<file path="src/rtl/byte_align_pkg.sv">
// Shared types and constants for the byte aligner.
package byte_align_pkg;

  // Alignment FSM encoding
  typedef enum logic [1:0] {
    ST_HUNT   = 2'd0,
    ST_VERIFY = 2'd1,
    ST_LOCKED = 2'd2
  } align_state_e;

  // Default frame sync byte; every one of its 8 rotations is distinct
  localparam logic [7:0] SYNC_WORD_DEFAULT = 8'hF4;

endpackage

</file>
<file path="src/rtl/rotr8.sv">
// Combinational 8-bit rotate-right: out[i] = in[(i+sh) mod 8].
// Built as three log stages (1, 2, 4) of 2:1 muxes.
module rotr8 (
  input  logic [7:0] in,
  input  logic [2:0] sh,
  output logic [7:0] out
);

  logic [7:0] stg1;
  logic [7:0] stg2;

  assign stg1 = sh[0] ? {in[0],     in[7:1]}   : in;
  assign stg2 = sh[1] ? {stg1[1:0], stg1[7:2]} : stg1;
  assign out  = sh[2] ? {stg2[3:0], stg2[7:4]} : stg2;

endmodule

</file>
<file path="src/rtl/byte_aligner.sv">
// Byte aligner: hunts for the rotation that turns the raw deserializer byte
// stream into aligned bytes, verifies the sync byte at a fixed frame period
// and holds lock until too many sync bytes in a row are missed.
//
// state     | meaning
// ----------+----------------------------------------------------------
// ST_HUNT   | no alignment; stepping shift_mag every FRAME_LEN misses
// ST_VERIFY | candidate alignment; counting matching syncs toward lock
// ST_LOCKED | aligned; counting consecutive missed syncs toward loss
module byte_aligner
  import byte_align_pkg::*;
#(
  parameter logic [7:0] SYNC_WORD = SYNC_WORD_DEFAULT,
  parameter int         FRAME_LEN = 16,
  parameter int         LOCK_CNT  = 3,
  parameter int         LOSS_CNT  = 4
) (
  input  logic       clk,
  input  logic       rst_n,
  input  logic       in_valid,
  input  logic [7:0] in_data,
  output logic       out_valid,
  output logic [7:0] out_data,
  output logic       out_sof,
  output logic       locked,
  output logic [2:0] shift_mag
);

  localparam int FW = (FRAME_LEN > 1) ? $clog2(FRAME_LEN) : 1;
  localparam int GW = $clog2(LOCK_CNT + 1);
  localparam int MW = $clog2(LOSS_CNT + 1);

  localparam logic [FW-1:0] F_LAST    = FW'(FRAME_LEN - 1);
  localparam logic [GW-1:0] GOOD_LAST = GW'(LOCK_CNT - 1);
  localparam logic [MW-1:0] MISS_LAST = MW'(LOSS_CNT - 1);

  align_state_e  state_q, state_d;
  logic [2:0]    shift_q, shift_d;
  logic [FW-1:0] hcnt_q,  hcnt_d;
  logic [FW-1:0] fcnt_q,  fcnt_d;
  logic [GW-1:0] good_q,  good_d;
  logic [MW-1:0] miss_q,  miss_d;
  logic          sof_d;

  logic [7:0]    rot;
  logic          match;
  logic          sync_pos;
  logic [FW-1:0] fcnt_inc;

  rotr8 u_rotr8 (
    .in  (in_data),
    .sh  (shift_q),
    .out (rot)
  );

  assign match    = (rot == SYNC_WORD);
  assign sync_pos = (fcnt_q == '0);
  assign fcnt_inc = (fcnt_q == F_LAST) ? '0 : fcnt_q + 1'b1;

  // Next-state logic; idle cycles leave every counter untouched
  always_comb begin
    state_d = state_q;
    shift_d = shift_q;
    hcnt_d  = hcnt_q;
    fcnt_d  = fcnt_q;
    good_d  = good_q;
    miss_d  = miss_q;
    sof_d   = 1'b0;
    if (in_valid) begin
      case (state_q)
        ST_HUNT: begin
          if (match) begin
            state_d = ST_VERIFY;
            good_d  = GW'(1);
            fcnt_d  = FW'(1);
            hcnt_d  = '0;
            miss_d  = '0;
          end else if (hcnt_q == F_LAST) begin
            shift_d = shift_q + 3'd1;
            hcnt_d  = '0;
          end else begin
            hcnt_d  = hcnt_q + 1'b1;
          end
        end
        ST_VERIFY: begin
          fcnt_d = fcnt_inc;
          if (sync_pos) begin
            if (match) begin
              good_d = good_q + 1'b1;
              if (good_q == GOOD_LAST) begin
                state_d = ST_LOCKED;
                miss_d  = '0;
              end
            end else begin
              // Candidate rotation failed; resume hunting at the next one
              state_d = ST_HUNT;
              shift_d = shift_q + 3'd1;
              hcnt_d  = '0;
              good_d  = '0;
            end
          end
        end
        ST_LOCKED: begin
          fcnt_d = fcnt_inc;
          if (sync_pos) begin
            if (match) begin
              miss_d = '0;
              sof_d  = 1'b1;
            end else if (miss_q == MISS_LAST) begin
              // Lock lost: re-hunt starting from the rotation that last worked
              state_d = ST_HUNT;
              hcnt_d  = '0;
              miss_d  = '0;
              good_d  = '0;
            end else begin
              miss_d = miss_q + 1'b1;
            end
          end
        end
        default: state_d = ST_HUNT;
      endcase
    end
  end

  // State, counters and registered outputs; reset wins over in_valid
  always_ff @(posedge clk) begin
    if (!rst_n) begin
      state_q   <= ST_HUNT;
      shift_q   <= 3'd0;
      hcnt_q    <= '0;
      fcnt_q    <= '0;
      good_q    <= '0;
      miss_q    <= '0;
      out_valid <= 1'b0;
      out_data  <= 8'h00;
      out_sof   <= 1'b0;
      locked    <= 1'b0;
    end else begin
      state_q   <= state_d;
      shift_q   <= shift_d;
      hcnt_q    <= hcnt_d;
      fcnt_q    <= fcnt_d;
      good_q    <= good_d;
      miss_q    <= miss_d;
      out_valid <= in_valid;
      out_sof   <= sof_d;
      locked    <= (state_d == ST_LOCKED);
      if (in_valid) out_data <= rot;
    end
  end

  assign shift_mag = shift_q;

endmodule

</file>
<file path="config.mk">
export PLATFORM = sky130hd
export DESIGN_NAME = byte_aligner
export DESIGN_NICKNAME = d
export VERILOG_FILES = /design/src/rtl/byte_align_pkg.sv /design/src/rtl/rotr8.sv /design/src/rtl/byte_aligner.sv
export SDC_FILE = /design/constraint.sdc
export NUM_CORES = 1
export LEC_CHECK = 0
export ABC_CLOCK_PERIOD_IN_PS = 6000
export BUFFER_PORTS_ARGS = -buffer_cell sky130_fd_sc_hd__buf_4
export CAP_MARGIN = 20
export CORE_AREA = 5 5 93 95
export CTS_BUF_LIST = sky130_fd_sc_hd__clkbuf_2 sky130_fd_sc_hd__clkbuf_4 sky130_fd_sc_hd__clkbuf_8
export DETAILED_ROUTE_END_ITERATION = 12
export DIE_AREA = 0 0 98 100
export PLACE_DENSITY = 0.46
export SLEW_MARGIN = 10
export SYNTH_ARGS = -nofsm -noshare
export SYNTH_HDL_FRONTEND = slang
export SYNTH_SLANG_ARGS = --single-unit
</file>
<file path="constraint.sdc">
create_clock -name clk -period 6 [get_ports clk]
set_input_delay 1.2 -clock clk [delete_from_list [all_inputs] [get_ports clk]]
set_output_delay 1.2 -clock clk [all_outputs]
set_load 0.02 [all_outputs]
</file>
# Word-level counts from Yosys, hierarchy flattened
# Cells that the tools add are included.
word_totals:
  register_bits: 29
  input_bits: 11
  out_inout_bits: 14
  wordCells: 89
op_classes:
  reduce_logical: 12
  n_eq_ne: 18
  muxes: 44
  n_addsub: 5
op_table:
  columns: ["cell", "count"]
  rows:
  - ["$mux W4", 9]
  - ["$mux W3", 11]
  - ["$mux W2", 14]
  - ["$mux W8", 3]
  - ["$reduce_and A7 Y1", 3]
  - ["$ne A2 B2 Y1 const B", 10]
  - ["$pmux W2 S3", 2]
  - ["$pmux W4 S3", 1]
  - ["$pmux W3 S3", 1]
  - ["$add A4 B1 Y4 const B", 2]
  - ["$eq A4 B4 Y1 const B", 2]
  - ["$eq A8 B8 Y1 const B", 1]
  - ["$pmux W4 S2", 1]
  - ["$add A3 B1 Y3 const B", 2]
  - ["$eq A2 B2 Y1 const B", 3]
  - ["$pmux W3 S2", 1]
  - ["$reduce_and A6 Y1", 1]
  - ["$logic_not A4 Y1", 1]
  - ["$reduce_and A4 Y1", 1]
  - ["$reduce_bool A2 Y1", 2]
  - ["$eq A3 B2 Y1 const B", 1]
  - ["$reduce_and A3 Y1", 1]
  - ["$reduce_bool A3 Y1", 1]
  - ["$add A2 B1 Y2 const B", 1]
  - ["4 further kinds", 4]

# Logic depth before layout (Yosys ltp)
depth:
  ltp_word: 9
  ltp_mapped: 9
  ltp_nobuf: 8

# Cells and area by module
# A second synthesis with hierarchy kept.
hier_totals:
  cells_unflattened: 197
  hier_area_um2: 1990.7
by_module_without_submodules:
  columns: ["mod", "area_per_inst_um2", "seq_area_each_um2", "cells_each", "n_inst"]
  rows:
  - ["byte_aligner", 1664.1, 580.6, 178, 1]
  - ["rotr8", 326.6, 0.0, 19, 1]

# Worst setup path after synthesis
# Ideal clock, no wire load.
synth_timing:
  path_type: "input to register"
  start: "input in_data[4]"
  end: "register good_q[1]"
  path_stages: 7
  setup_time_ns: 0.072
  t_arrival_ns: 3.181
  path_slack_ns: 2.747
  path_cell_list: "mux4_2 > or2_1 > o32a_1 > or3_4 > buf_6 > or4_1 > mux2i_1"
synth_via:
  elab_chain_len: 7
  elab_cells_between_ends: 10
  classes_between: "eq/ne: 3; mux: 6; reduce/logical: 1"
synth_rtl:
  columns: ["element", "line_no", "text"]
  rows:
  - ["start: declaration", "byte_aligner.sv:21", "input logic [7:0] in_data,"]
  - ["$mux W8 *", "rotr8.sv:12", "assign stg1 = sh[0] ? {in[0], in[7:1]} : in;"]
  - ["$mux W8 *", "rotr8.sv:13", "assign stg2 = sh[1] ? {stg1[1:0], stg1[7:2]} : stg1;"]
  - ["$mux W8 *", "rotr8.sv:14", "assign out = sh[2] ? {stg2[3:0], stg2[7:4]} : stg2;"]
  - ["$eq A8 B8 Y1 *", "byte_aligner.sv:56", "assign match = (rot == SYNC_WORD);"]
  - ["$mux W2", "byte_aligner.sv:88", "if (match) begin"]
  - ["$mux W2", "byte_aligner.sv:87", "if (sync_pos) begin"]
  - ["$pmux W2 S3", "byte_aligner.sv:70", "case (state_q)"]
  - ["end signal: assignment", "byte_aligner.sv:143", "good_q <= good_d;"]
  - ["end: declaration", "byte_aligner.sv:41", "logic [GW-1:0] good_q, good_d;"]
# Mark *: on every way between the ends. The rest lies on a longest branch, timed or not. The select of a mux whose other input is x is not followed.
# A chain may end at the register's enable or synchronous reset.

# Worst setup path after layout
layout_timing:
  start: "input in_data[4]"
  end: "register miss_q[1]"
layout_via:
  elab_chain_len: 7
  elab_cells_between_ends: 10
  classes_between: "eq/ne: 3; mux: 6; reduce/logical: 1"
layout_rtl:
  columns: ["element", "line_no", "text"]
  rows:
  - ["$mux W8 *", "rotr8.sv:12", null]
  - ["$mux W8 *", "rotr8.sv:13", null]
  - ["$mux W8 *", "rotr8.sv:14", null]
  - ["$eq A8 B8 Y1 *", "byte_aligner.sv:56", null]
  - ["$mux W3", "byte_aligner.sv:106", "if (match) begin"]
  - ["$mux W3", "byte_aligner.sv:105", "if (sync_pos) begin"]
  - ["$pmux W3 S3", "byte_aligner.sv:70", null]
  - ["end signal: assignment", "byte_aligner.sv:144", "miss_q <= miss_d;"]
  - ["end: declaration", "byte_aligner.sv:42", "logic [MW-1:0] miss_q, miss_d;"]
# Marks and branches as above.

==> results.toml <==
[finish]
design_area_um2 = 2190
antennaDiodeCount = 0
nets = 252
ff_latch_area_um2 = 581
drive_above_1_share_pct = 21.3
final_cell_mix = "dfxtp_1, buf_4, nand2_1"
multiInputGateArea_um2 = 1170
utilization_pct = 28.6
final_common_cell = "dfxtp_1"
area_growth_syn_to_layout_pct = 18.2
fill_cells = 820

[placement]
place_area_um2 = 2100
port_buffers = 24
place.gp.congestion = 0.861
hpwl_um = 3190

[clock_network]
clk_latency_ps = 270
htree_levels = 2
clk_pin_slew_ps = 60
postCtsResizedCells = 0
cts_num_sinks = 29
cts_tree = "done"
cts_buffer_depth = 2
clockRootBuffer = "clkbuf_8"
post_cts_buffers = 0
hold_buffers = 0
cts_made_buffers = 5

[timing]
final_hold_viol_count = 0
fin_crit_sh_pct = 57.0
holdWs_ps = 429
slew_headroom_pct = 54.1
skew_ps = 5.94
setup_viol = 0
slew_viol_final = 0
timing.fmax_mhz = 292
worst_pin_slew_ps = 688
rsz0062_at_grt = "false"
tns_ps = 0
fin_crit_ps = 3420

[drt]
drc = 0
first_pass_iters = 4
num_vias = 1623
ant_nets = 0
drt_wl_total_um = 4340
viasPerCell = 4.89
drtIter0Drc = 70
routedWlPerCell_um = 13.1

[critical_path]
timing.critical_path.fanout_max = 8
cp.arrival_ps = 3630
cp.depth = 8
crit_buf_inv = 1
crit_path_top_delay_cell = "o32ai_1"
crit_type = "input pin to flop"
critical_path.top_delay_family = "simple AND/OR/NAND/NOR gates"
path_cells = "buf_4, mux4_2, or2_1, o32a_1, nor3_2, nor2_1, o32ai_1, mux2i_1"
startpoint_type = "input pin"
worstSetupEndpointType = "flop"
crit_required_ps = 6210
cpPeakStageDelay_ps = 560
rr_worst_depth = 7

[die]
num_io_pins = 25
die_w_um = 98
initial_core_util_pct = 24.2
die_h_um = 100
die_area_um2 = 9800
coreArea_um2 = 7650
num_rows = 32

[grt]
grt_max_degree = 24
globalRouteTotalUtil_pct = 8.80
grt_pass1_vias = 1539
antenna_found_initial = 0
overflow = 0
grt_first_pass_wirelength_um = 7190
grt_use_met2_pct = 14.0
grt_use_met3_pct = 2.99
met1_usage_pct = 11.4
grt.busiest_layer = "met2"

[min_path]
holdPathStages = 2
hp-class = "flop to flop"

[synthesis]
syn_area_per_cell_um2 = 8.87
seq_area_frac_synth_pct = 31.3
synth_cells = 209
synth_warnings = 0
synthDistinctLibCells = 46
yosysTopAreaCellShare_pct = 31.3
ys_ff_latch = 29
yosysTopAreaCell = "dfxtp_1"
yosys-top-cells-area = "dfxtp_1, ha_1, mux2i_1"
synth_area_um2 = 1850
syn_nets = 231

[power_and_ir_drop]
power_density_nw_per_um2 = 190
p_total_uw = 417
leakagePower_nw = 0.814
ir_drop_mv = 0.0753

[status]
status = "finished clean"

[job]
maxCapViolations = 0
power breakdown:
| part | total [mW] | internal (mW) | switching (mW) |
|---|---|---|---|
| combinational | 0.0489 | 0.0222 | 0.0267 |
| sequential | 0.201 | 0.198 | 0.00326 |
| clock | 0.167 | 0.0954 | 0.0714 |
registers in the layout, indices dropped and copies added (netlist names):
register	count
out_data	8
fcnt_q	4
hcnt_q	4
miss_q	3
shift_mag	3
good_q	2
state_q	2
locked	1
out_sof	1
out_valid	1
final timing paths:
check,slack [ps],endpoint,start
setup / recovery,2580,miss_q[1],in_data[4]
hold / removal,430,miss_q[2],miss_q[2]
hold reg to reg,430,miss_q[2],miss_q[2]
setup reg to reg,2830,miss_q[1],shift_mag[0]
cells by family after synthesis:
family	Yosys count	share of synthesized area [%]
simple gates	75	20.6
compound gates	47	17.0
flops	29	31.3
mux	25	17.4
buf+inv	20	5.27
fa+ha+maj	11	7.43
xor+xnor	2	0.945
synth_stat cells, drive strengths merged:
master,number
a21boi,3
a31o,1
a211o,1
o32a,1
nor2b,3
nand3,8
a221oi,1
or4,4
a31oi,2
mux4,5
nor2,18
a21oi,9
o22ai,2
nor3,1
a211oi,7
dfxtp,29
or2,1
o2bb2ai,1
o32ai,1
buf,5
xor2,2
o2111ai,1
ha,11
nand2b,6
clkbuf,5
nand4,1
and2,2
a22oi,1
o211ai,1
inv,10
o21ai,11
o21a,2
and4,1
o221ai,1
mux2i,12
or3b,1
mux2,8
nor3b,1
and3,4
nand2,21
or3,3
a32o,1
routing by layer:
layer  vias up  wire [um]
met1       783       2020
li1        798          -
met3         4        211
met2        38       2080
met5         -          0
met4         0         31
worst register-to-register path: stages, from the launching register on:
cell     delay, ps
dfxtp_1        690
mux4_2         620
or2_1          220
o32a_1         190
nor3_2         480
nor2_1         120
o32ai_1        560
mux2i_1        240
stage by stage:
stage | setup slack, ps | std cells
6_report | 2580 | 332
5_1_grt | 2400 | 332
4_1_cts | 2590 | 332
3_5_place_dp | 2320 | 325
3_3_place_gp | 2260 | 325
2_1_floorplan | 2750 | 209
area by class of cell:
type	instances	area share, %
inverters	10	1.71
flip-flops and latches	29	26.5
multi-input cells	160	53.6
repair buffers	24	8.22
clock buffers	7	4.11
well taps	102	5.83
No activity file was read; power rests on OpenSTA's default activity.
